### config.mk
export PLATFORM = sky130hd
export DESIGN_NAME = uart_word_sender
export DESIGN_NICKNAME = d
export VERILOG_FILES = /design/src/rtl/uart_pkg.sv /design/src/rtl/sync_fifo.sv /design/src/rtl/uart_word_sender.sv
export SDC_FILE = /design/constraint.sdc
export NUM_CORES = 1
export LEC_CHECK = 0
export ABC_AREA = 1
export BUFFER_PORTS_ARGS = -buffer_cell sky130_fd_sc_hd__buf_2
export CAP_MARGIN = 5
export CORE_MARGIN = 10
export CORE_UTILIZATION = 56
export DETAILED_ROUTE_END_ITERATION = 12
export HOLD_SLACK_MARGIN = 0.12
export PLACE_DENSITY = 0.75
export SKIP_CTS_REPAIR_TIMING = 1
export SLEW_MARGIN = 0
export SYNTH_ARGS = -nofsm -noshare
export SYNTH_HDL_FRONTEND = slang
export SYNTH_SLANG_ARGS = --single-unit
### constraint.sdc
create_clock -name i_clk -period 3.7 [get_ports i_clk]
set_input_delay 0.74 -clock i_clk [delete_from_list [all_inputs] [get_ports i_clk]]
set_output_delay 0.74 -clock i_clk [all_outputs]
set_load 0.05 [all_outputs]
### src/rtl/uart_pkg.sv
// Shared types and constants for the UART output path: serializer state,
// FIFO entry layout and the loader handshake bytes.
package uart_pkg;

  typedef enum logic [0:0] {
    TX_IDLE = 1'b0,
    TX_SEND = 1'b1
  } tx_state_t;

  localparam logic [7:0] LOADER_ACK_START = 8'h99;
  localparam logic [7:0] LOADER_ACK_DONE  = 8'haa;
  localparam logic [2:0] BYTES_PER_WORD   = 3'd4;

  typedef struct packed {
    logic        is_byte;
    logic [31:0] data;
  } tx_entry_t;

endpackage

### src/rtl/sync_fifo.sv
// Single-clock FIFO with registered read data; a pushed entry becomes
// visible to the reader one cycle after the push (no bypass path).
module sync_fifo #(
  parameter int WIDTH = 33,
  parameter int DEPTH = 16
) (
  input  logic                   i_clk,
  input  logic                   i_rst_n,
  input  logic                   i_push,
  input  logic                   i_pop,
  input  logic [WIDTH-1:0]       i_wdata,
  output logic [WIDTH-1:0]       o_rdata,
  output logic                   o_full,
  output logic                   o_empty,
  output logic [$clog2(DEPTH):0] o_count
);

  localparam int AW = $clog2(DEPTH);

  logic [WIDTH-1:0] r_mem [DEPTH];
  logic [AW-1:0]    r_wr_ptr;
  logic [AW-1:0]    r_rd_ptr;
  logic [AW:0]      r_count;
  logic [WIDTH-1:0] r_rdata;
  logic             w_push;
  logic             w_pop;

  assign o_full  = (r_count == (AW+1)'(DEPTH));
  assign o_empty = (r_count == '0);
  assign w_push  = i_push & ~o_full;
  assign w_pop   = i_pop & ~o_empty;
  assign o_count = r_count;
  assign o_rdata = r_rdata;

  // Storage array, left unreset so it can map onto RAM
  always_ff @(posedge i_clk) begin
    if (w_push) begin
      r_mem[r_wr_ptr] <= i_wdata;
    end
  end

  // Pointers, occupancy and registered read data
  always_ff @(posedge i_clk or negedge i_rst_n) begin
    if (!i_rst_n) begin
      r_wr_ptr <= '0;
      r_rd_ptr <= '0;
      r_count  <= '0;
      r_rdata  <= '0;
    end else begin
      if (w_push) begin
        r_wr_ptr <= r_wr_ptr + AW'(1);
      end
      if (w_pop) begin
        r_rd_ptr <= r_rd_ptr + AW'(1);
        r_rdata  <= r_mem[r_rd_ptr];
      end
      case ({w_push, w_pop})
        2'b10:   r_count <= r_count + (AW+1)'(1);
        2'b01:   r_count <= r_count - (AW+1)'(1);
        default: r_count <= r_count;
      endcase
    end
  end

endmodule

### src/rtl/uart_word_sender.sv
// Buffers CPU words/bytes and serializes them onto the shared UART sender,
// one tx_start pulse per byte with a holdoff cycle between pulses.
module uart_word_sender
  import uart_pkg::*;
#(
  parameter int FIFO_DEPTH = 16,
  parameter bit MSB_FIRST  = 1'b1
) (
  input  logic                        i_clk,
  input  logic                        i_rst_n,
  input  logic                        i_enable,
  input  logic                        i_wr_valid,
  output logic                        o_wr_ready,
  input  logic [31:0]                 i_wr_data,
  input  logic                        i_wr_is_byte,
  input  logic                        i_tx_busy,
  output logic                        o_tx_start,
  output logic [7:0]                  o_sdata,
  output logic [$clog2(FIFO_DEPTH):0] o_fifo_count,
  output logic                        o_idle
);

  localparam int CW = $clog2(FIFO_DEPTH) + 1;

  tx_entry_t   w_wr_entry;
  tx_entry_t   w_rd_entry;
  logic        w_full;
  logic        w_empty;
  logic        w_pop;
  logic [CW-1:0] w_count;

  tx_state_t   r_state;
  logic [31:0] r_shift;
  logic [2:0]  r_left;
  logic        r_is_byte;
  logic        r_loaded;
  logic        r_holdoff;
  logic        r_tx_start;
  logic [7:0]  r_sdata;

  logic [31:0] w_shift;
  logic [31:0] w_shift_next;
  logic [2:0]  w_left;
  logic        w_is_byte;
  logic [7:0]  w_byte;
  logic        w_fire;

  assign w_wr_entry = '{is_byte: i_wr_is_byte, data: i_wr_data};
  assign w_pop      = (r_state == TX_IDLE) & ~w_empty;

  sync_fifo #(
    .WIDTH ($bits(tx_entry_t)),
    .DEPTH (FIFO_DEPTH)
  ) u_fifo (
    .i_clk   (i_clk),
    .i_rst_n (i_rst_n),
    .i_push  (i_wr_valid),
    .i_pop   (w_pop),
    .i_wdata (w_wr_entry),
    .o_rdata (w_rd_entry),
    .o_full  (w_full),
    .o_empty (w_empty),
    .o_count (w_count)
  );

  // The popped entry lands in the FIFO read register one cycle after the pop,
  // so the first SEND cycle works straight from it before the shift reg owns it.
  assign w_shift      = r_loaded ? r_shift   : w_rd_entry.data;
  assign w_is_byte    = r_loaded ? r_is_byte : w_rd_entry.is_byte;
  assign w_left       = r_loaded ? r_left    : (w_rd_entry.is_byte ? 3'd1 : BYTES_PER_WORD);
  assign w_byte       = (w_is_byte || !MSB_FIRST) ? w_shift[7:0] : w_shift[31:24];
  assign w_shift_next = MSB_FIRST ? {w_shift[23:0], 8'h00} : {8'h00, w_shift[31:8]};
  assign w_fire       = (r_state == TX_SEND) & i_enable & ~i_tx_busy & ~r_holdoff;

  // Serializer FSM with registered tx_start/sdata and post-pulse holdoff
  always_ff @(posedge i_clk or negedge i_rst_n) begin
    if (!i_rst_n) begin
      r_state    <= TX_IDLE;
      r_shift    <= 32'h0000_0000;
      r_left     <= 3'd0;
      r_is_byte  <= 1'b0;
      r_loaded   <= 1'b0;
      r_holdoff  <= 1'b0;
      r_tx_start <= 1'b0;
      r_sdata    <= 8'h00;
    end else begin
      r_tx_start <= w_fire;
      r_holdoff  <= w_fire;
      if (w_fire) begin
        r_sdata <= w_byte;
      end
      case (r_state)
        TX_IDLE: begin
          r_loaded <= 1'b0;
          if (!w_empty) begin
            r_state <= TX_SEND;
          end
        end
        TX_SEND: begin
          r_loaded  <= 1'b1;
          r_is_byte <= w_is_byte;
          if (w_fire) begin
            r_shift <= w_shift_next;
            r_left  <= w_left - 3'd1;
            if (w_left == 3'd1) begin
              r_state <= TX_IDLE;
            end
          end else begin
            r_shift <= w_shift;
            r_left  <= w_left;
          end
        end
        default: r_state <= TX_IDLE;
      endcase
    end
  end

  assign o_wr_ready   = ~w_full;
  assign o_fifo_count = w_count;
  assign o_tx_start   = r_tx_start;
  assign o_sdata      = r_sdata;
  assign o_idle       = (w_count == '0) & (r_state == TX_IDLE);

endmodule

Word level (Yosys, flattened, before mapping) --
Memory sizes are Yosys's and may differ from the RTL's. A register that Yosys moved wholly into a read port is not among the register bits. Index checks and enable logic that the tools add are counted.
Word-level totals: RAM bits 528, flip-flop bits (word level) 60, output and inout bits 16, word-level logic and storage cells 50, memories 1, input port bits 38
Memory list:
- u_fifo.r_mem | depth 16, bits a word 33, read ports 1, clocked after memory_dff 1, wr ports 1, RTL line sync_fifo.sv:20 | logic [WIDTH-1:0] r_mem [DEPTH];
Cells by class: equality and inequality tests 4, mux-type cells 15, add/subtract/negate cells 5, bitwise operators 12, reduce and logical (&&, ||, !) cells 3
Operator list (number):
- $mux 32 | 2
- $pmux 5 s2 | 1
- $mux 3 | 3
- $add 4x1->4 const B | 2
- $mux 8 | 1
- $and 1x1->1 | 7
- $mux 1 | 6
- $add 5x1->5 const B | 1
- $eq 5x5->1 const B | 1
- $logic_not 5->1 | 1
- $not 1->1 | 5
- $sub 5x1->5 const B | 1
- $pmux 1 s2 | 2
- $eq 3x1->1 const B | 1
- $sub 3x1->3 const B | 1
- $eq 2x1->1 const B | 1
- $eq 2x2->1 const B | 1
- $reduce_bool 2->1 | 1
- $logic_not 1->1 | 1

Logic depth before layout (Yosys ltp) --
depth in word-level cells 6, mapped depth 16, gate-level depth less buffers 14

Hierarchy --
From an unflattened synthesis, not the netlist that was laid out.
Second synthesis, totals: cell total of the unflattened synthesis 2383, area, all modules 26055.0 um^2
Modules (own cells, without submodules):
- sync_fifo | times used 1, cells each 1991, area each 23362.4 um^2, sequential area each 17006.3 um^2
- uart_word_sender | times used 1, cells each 392, area each 2692.6 um^2, sequential area each 1176.1 um^2

Worst setup path after synthesis --
Ideal clock, no wire load.
path type reg2reg, start point reg u_fifo.r_count[0] (netlist: u_fifo.o_count[0]), end point mem u_fifo.r_mem[10][0], enable pin, path buffers 1, period minus slack after synthesis 4.431 ns, cell stages (with the launch flop) 6, slack -0.731 ns, data required time 3.236 ns, library setup time 0.464 ns, arrival time 3.966 ns, cells stage by stage dfrtp_1 -> nor2_1 -> nand3_1 -> nand2_1 -> buf_2 -> nor3_1
On the way: longest elaborated chain between the ends 5
Ends and longest elaborated chain:
- start: declaration | RTL line sync_fifo.sv:23 | logic [AW:0] r_count;
- start signal: assignment | RTL line sync_fifo.sv:58 | 2'b10: r_count <= r_count + (AW+1)'(1);
- start signal: assignment | RTL line sync_fifo.sv:59 | 2'b01: r_count <= r_count - (AW+1)'(1);
- start signal: assignment | RTL line sync_fifo.sv:60 | default: r_count <= r_count;
- $eq 5x5->1 | RTL line sync_fifo.sv:28 | assign o_full = (r_count == (AW+1)'(DEPTH));
- $not 1->1
- via o_wr_ready | RTL line uart_word_sender.sv:13 | output logic o_wr_ready,
- $and 1x1->1 | RTL line sync_fifo.sv:30 | assign w_push = i_push & ~o_full;
- $mux 1 | RTL line sync_fifo.sv:37 | if (w_push) begin
- $mux 1 (implied by the code) | RTL line sync_fifo.sv:38 | r_mem[r_wr_ptr] <= i_wdata;
- end: declaration | RTL line sync_fifo.sv:20
The timed path passes the listed nets, and every way through them passes these cells.

==> run_results.csv <==
group,metric,value,unit
outcome,outcome,"complete, no violations",
setup_path,arrival,3.21,ns
clock_tree,numCtsBuffers,60,
yosys,ys_warn_count,0,
floorplan,die_h,234,µm
yosys,synth_commonest_cells,"869 x nand2_1, 528 x edfxtp_1, 368 x nand3_1, 93 x dfrtp_1, 59 x buf_2",
timing,hold_viol,0,
yosys,ys_types,34,
drt,wl_per_cell,21.7,µm
yosys,synth-edff-count,528,
setup_path,r2r_start,"u_fifo.r_rd_ptr[1]",
global_route,grt_pass1_wl,97600,µm
yosys,synth_top_family_by_area,"simple AND/OR/NAND/NOR gates",
yosys,ys_async_sr_fraction,0.150,
floorplan,ios,54,
drt,ant_nets,0,
drt,post-route-drc-count,0,
global_route,grt_antenna_before_repair,3,
timing,timing.final.crit_share,0.719,
power_and_ir_drop,ir_drop,505,µV
floorplan,die_x,234,µm
finish,nNetsFinal,2309,
yosys,syn_area,25500,µm²
yosys,netlist.area_leader.share,0.621,
place,dp_hpwl,34600,µm
drt,route.vias.total,17200,
global_route,overflow,0,
floorplan,initial_core_util,0.565,
timing,max_freq,376,MHz
global_route,grt_pass1_vias,16900,
yosys,synth-compound-area-share,0.0292,
place,placed_cells,2798,
place,place_ws,1.06,ns
setup_path,rrSetupSlack,1.04,ns
hold_path,min_path_type,"in -> async",
floorplan,core_area,45200,µm²
yosys,synth_simple_gate_area_frac,0.211,
clock_tree,path_clk_slew,0.06,ns
clock_tree,cts.path.max_buffers,3,
yosys,synth_xor_area_frac,0.00377,
timing,worst_slack,1.04,ns
clock_tree,tritoncts,"built",
setup_path,worst-path-max-fanout,37,
drt,initialDrtViolationCount,2238,
power_and_ir_drop,power_density,760,nW/µm²
yosys,syn-num-nets,2278,
power_and_ir_drop,p_leak,0.0109,µW
yosys,synth.avg_cell_area,11.5,µm²
yosys,synth_mux_area_frac,0,
drt,viasPerCell,5.91,
setup_path,cp-start-kind,"flop",
setup_path,reg2reg_depth,7,
yosys,synth-seq-cells,621,
timing,final.min_clock_period,2.66,ns
global_route,grt_use_total,0.232,
yosys,synthFlopType,"edfxtp_1",
timing,setup_viol,0,
timing,skew,0.0164,ns
floorplan,die_area,54500,µm²
yosys,synth_fa_ha_area_frac,0.00539,
global_route,grt_max_degree,95,
setup_path,worstSetupStartpoint,"u_fifo.r_rd_ptr[1]",
timing,rsz0062_at_grt,"false",
drt,drt_pre_antenna_iters,6,
finish,n_fill_cell,3282,
yosys,synth_top_area_cell,"edfxtp_1",
clock_tree,clock_latency,0.63,ns
clock_tree,clock_sinks,621,
setup_path,r2r-end,"u_fifo.o_rdata[5]",
place,io_buffers,53,
yosys,seq_area_frac_synth,0.712,
finish,finalNonFillerCells,2915,
setup_path,required,4.25,ns
drt,wirelength,63200,µm
clock_tree,root_buffer,"clkbuf_16",
finish,area_growth_syn_to_layout,11.1,%
yosys,ys_top_cells_by_area,"edfxtp_1 62%, nand2_1 13%, dfrtp_1 9.1%",
flow_run,cap_violations,0,
timing,slew_viol_final,0,
setup_path,end_kind,"flop",
timing,tightest_slew,1.04,ns
clock_tree,cts_max_level,2,
setup_path,worst-setup-path-type,"reg -> reg",
place,gp_congestion,0.925,
floorplan,rows,78,
yosys,synth.most_common_cell,"nand2_1",
finish,drive_gt1_frac,0.106,
yosys,post_synth_inst_count,2229,
timing,slew_headroom,0.306,
[kinds of logic after synthesis]
group / after synthesis
AND/OR/NAND/NOR: 1292
flip-flops: 621
buffers and inverters: 174
AO/OA/AOI/OAI: 120
XOR/XNOR: 11
adder cells (fa/ha/maj): 11
[report_power, final]
group          total [µW]  switching (µW)  internal, µW
registers            9160             546          8610
clock network        6520            2610          3910
logic                5880            4240          1640
total               21600            7390         14200
[state kept, by name, summed over array words and instances, names as in the netlist, 3 cells and up]
name             flops
u_fifo.o_count       5
u_fifo.r_rd_ptr      4
o_sdata              8
r_shift             32
u_fifo.r_mem       528
r_left               3
u_fifo.r_wr_ptr      4
u_fifo.o_rdata      33
[through the flow]
stage                     area, µm²  hold slack, ns  total power [µW]  utilization  setup TNS [ns]
after floorplan               25500           0.431             13400            -         -271.23
after global placement        26300           0.461             14900        0.581               0
after detailed placement      26300           0.466             15100        0.581               0
after CTS                     28400           0.303             21600        0.628               0
after global routing          28400           0.346             22600        0.628               0
final                         28400           0.281             21600        0.628               0
[worst max-delay path: stages (launching register included)]
cell and delay, ns:
dfrtp_4 0.74, buf_4 0.50, nand2_1 0.11, inv_1 0.75, nand2_1 0.14, nand3_1 0.15
nand3_1 0.08, nand2_1 0.08
[how the worst max path moves through the flow]
stage / end / slack (ns) / depth (start not counted)
finish: u_fifo.o_rdata[5] / 1.04 / 7
global route: u_fifo.o_count[4] / 0.84 / 14
CTS: o_idle / 1.01 / 4
detailed placement: u_fifo.r_mem[3][19] / 1.06 / 6
global placement: u_fifo.r_mem[3][19] / 1.11 / 6
floorplan: u_fifo.r_mem[10][0] / -0.73 / 5
[layer usage]
layer	GRT usage	up-vias	wire length, µm
met5	0	-	0
li1	-	7772	-
met1	0.309	8449	25100
met4	0.0927	0	2020
met2	0.374	874	30300
met3	0.0411	137	5810
[cell usage in the layout, fill, tap and decap left out, types with 3 or more instances in the layout]
cell type / Yosys / layout
a21oi_1: 34 / 34
buf_12: 0 / 5
buf_2: 59 / 52
buf_4: 17 / 43
bufinv_16: 0 / 11
clkbuf_1: 18 / 14
clkbuf_16: 0 / 61
clkbuf_8: 0 / 6
clkinv_1: 1 / 7
clkinv_2: 0 / 11
dfrtp_1: 93 / 91
diode_2: 0 / 3
edfxtp_1: 528 / 528
ha_1: 11 / 11
inv_1: 37 / 37
inv_2: 4 / 3
inv_6: 0 / 4
nand2_1: 869 / 869
nand3_1: 368 / 368
nor2_1: 16 / 12
nor2_4: 1 / 5
nor3_2: 0 / 12
o21a_1: 8 / 8
o21ai_0: 33 / 33
o21ai_1: 7 / 7
o221ai_1: 25 / 25
o22ai_1: 8 / 8
or2_2: 24 / 24
xor2_1: 9 / 9
[layout make-up]
| cell class | instances | area (µm²) | area share |
|---|---|---|---|
| repair buffers | 100 | 683 | 0.0241 |
| flip-flops and latches | 621 | 18200 | 0.641 |
| well taps | 600 | 751 | 0.0265 |
| clock inverters | 33 | 454 | 0.0160 |
| clock buffers | 81 | 1660 | 0.0585 |
| inverters | 43 | 168 | 0.00591 |
| multi-input cells | 1434 | 6470 | 0.228 |
| diodes | 3 | 7.51 | 0.000265 |
Note: power is estimated with default switching activity, not from simulation.
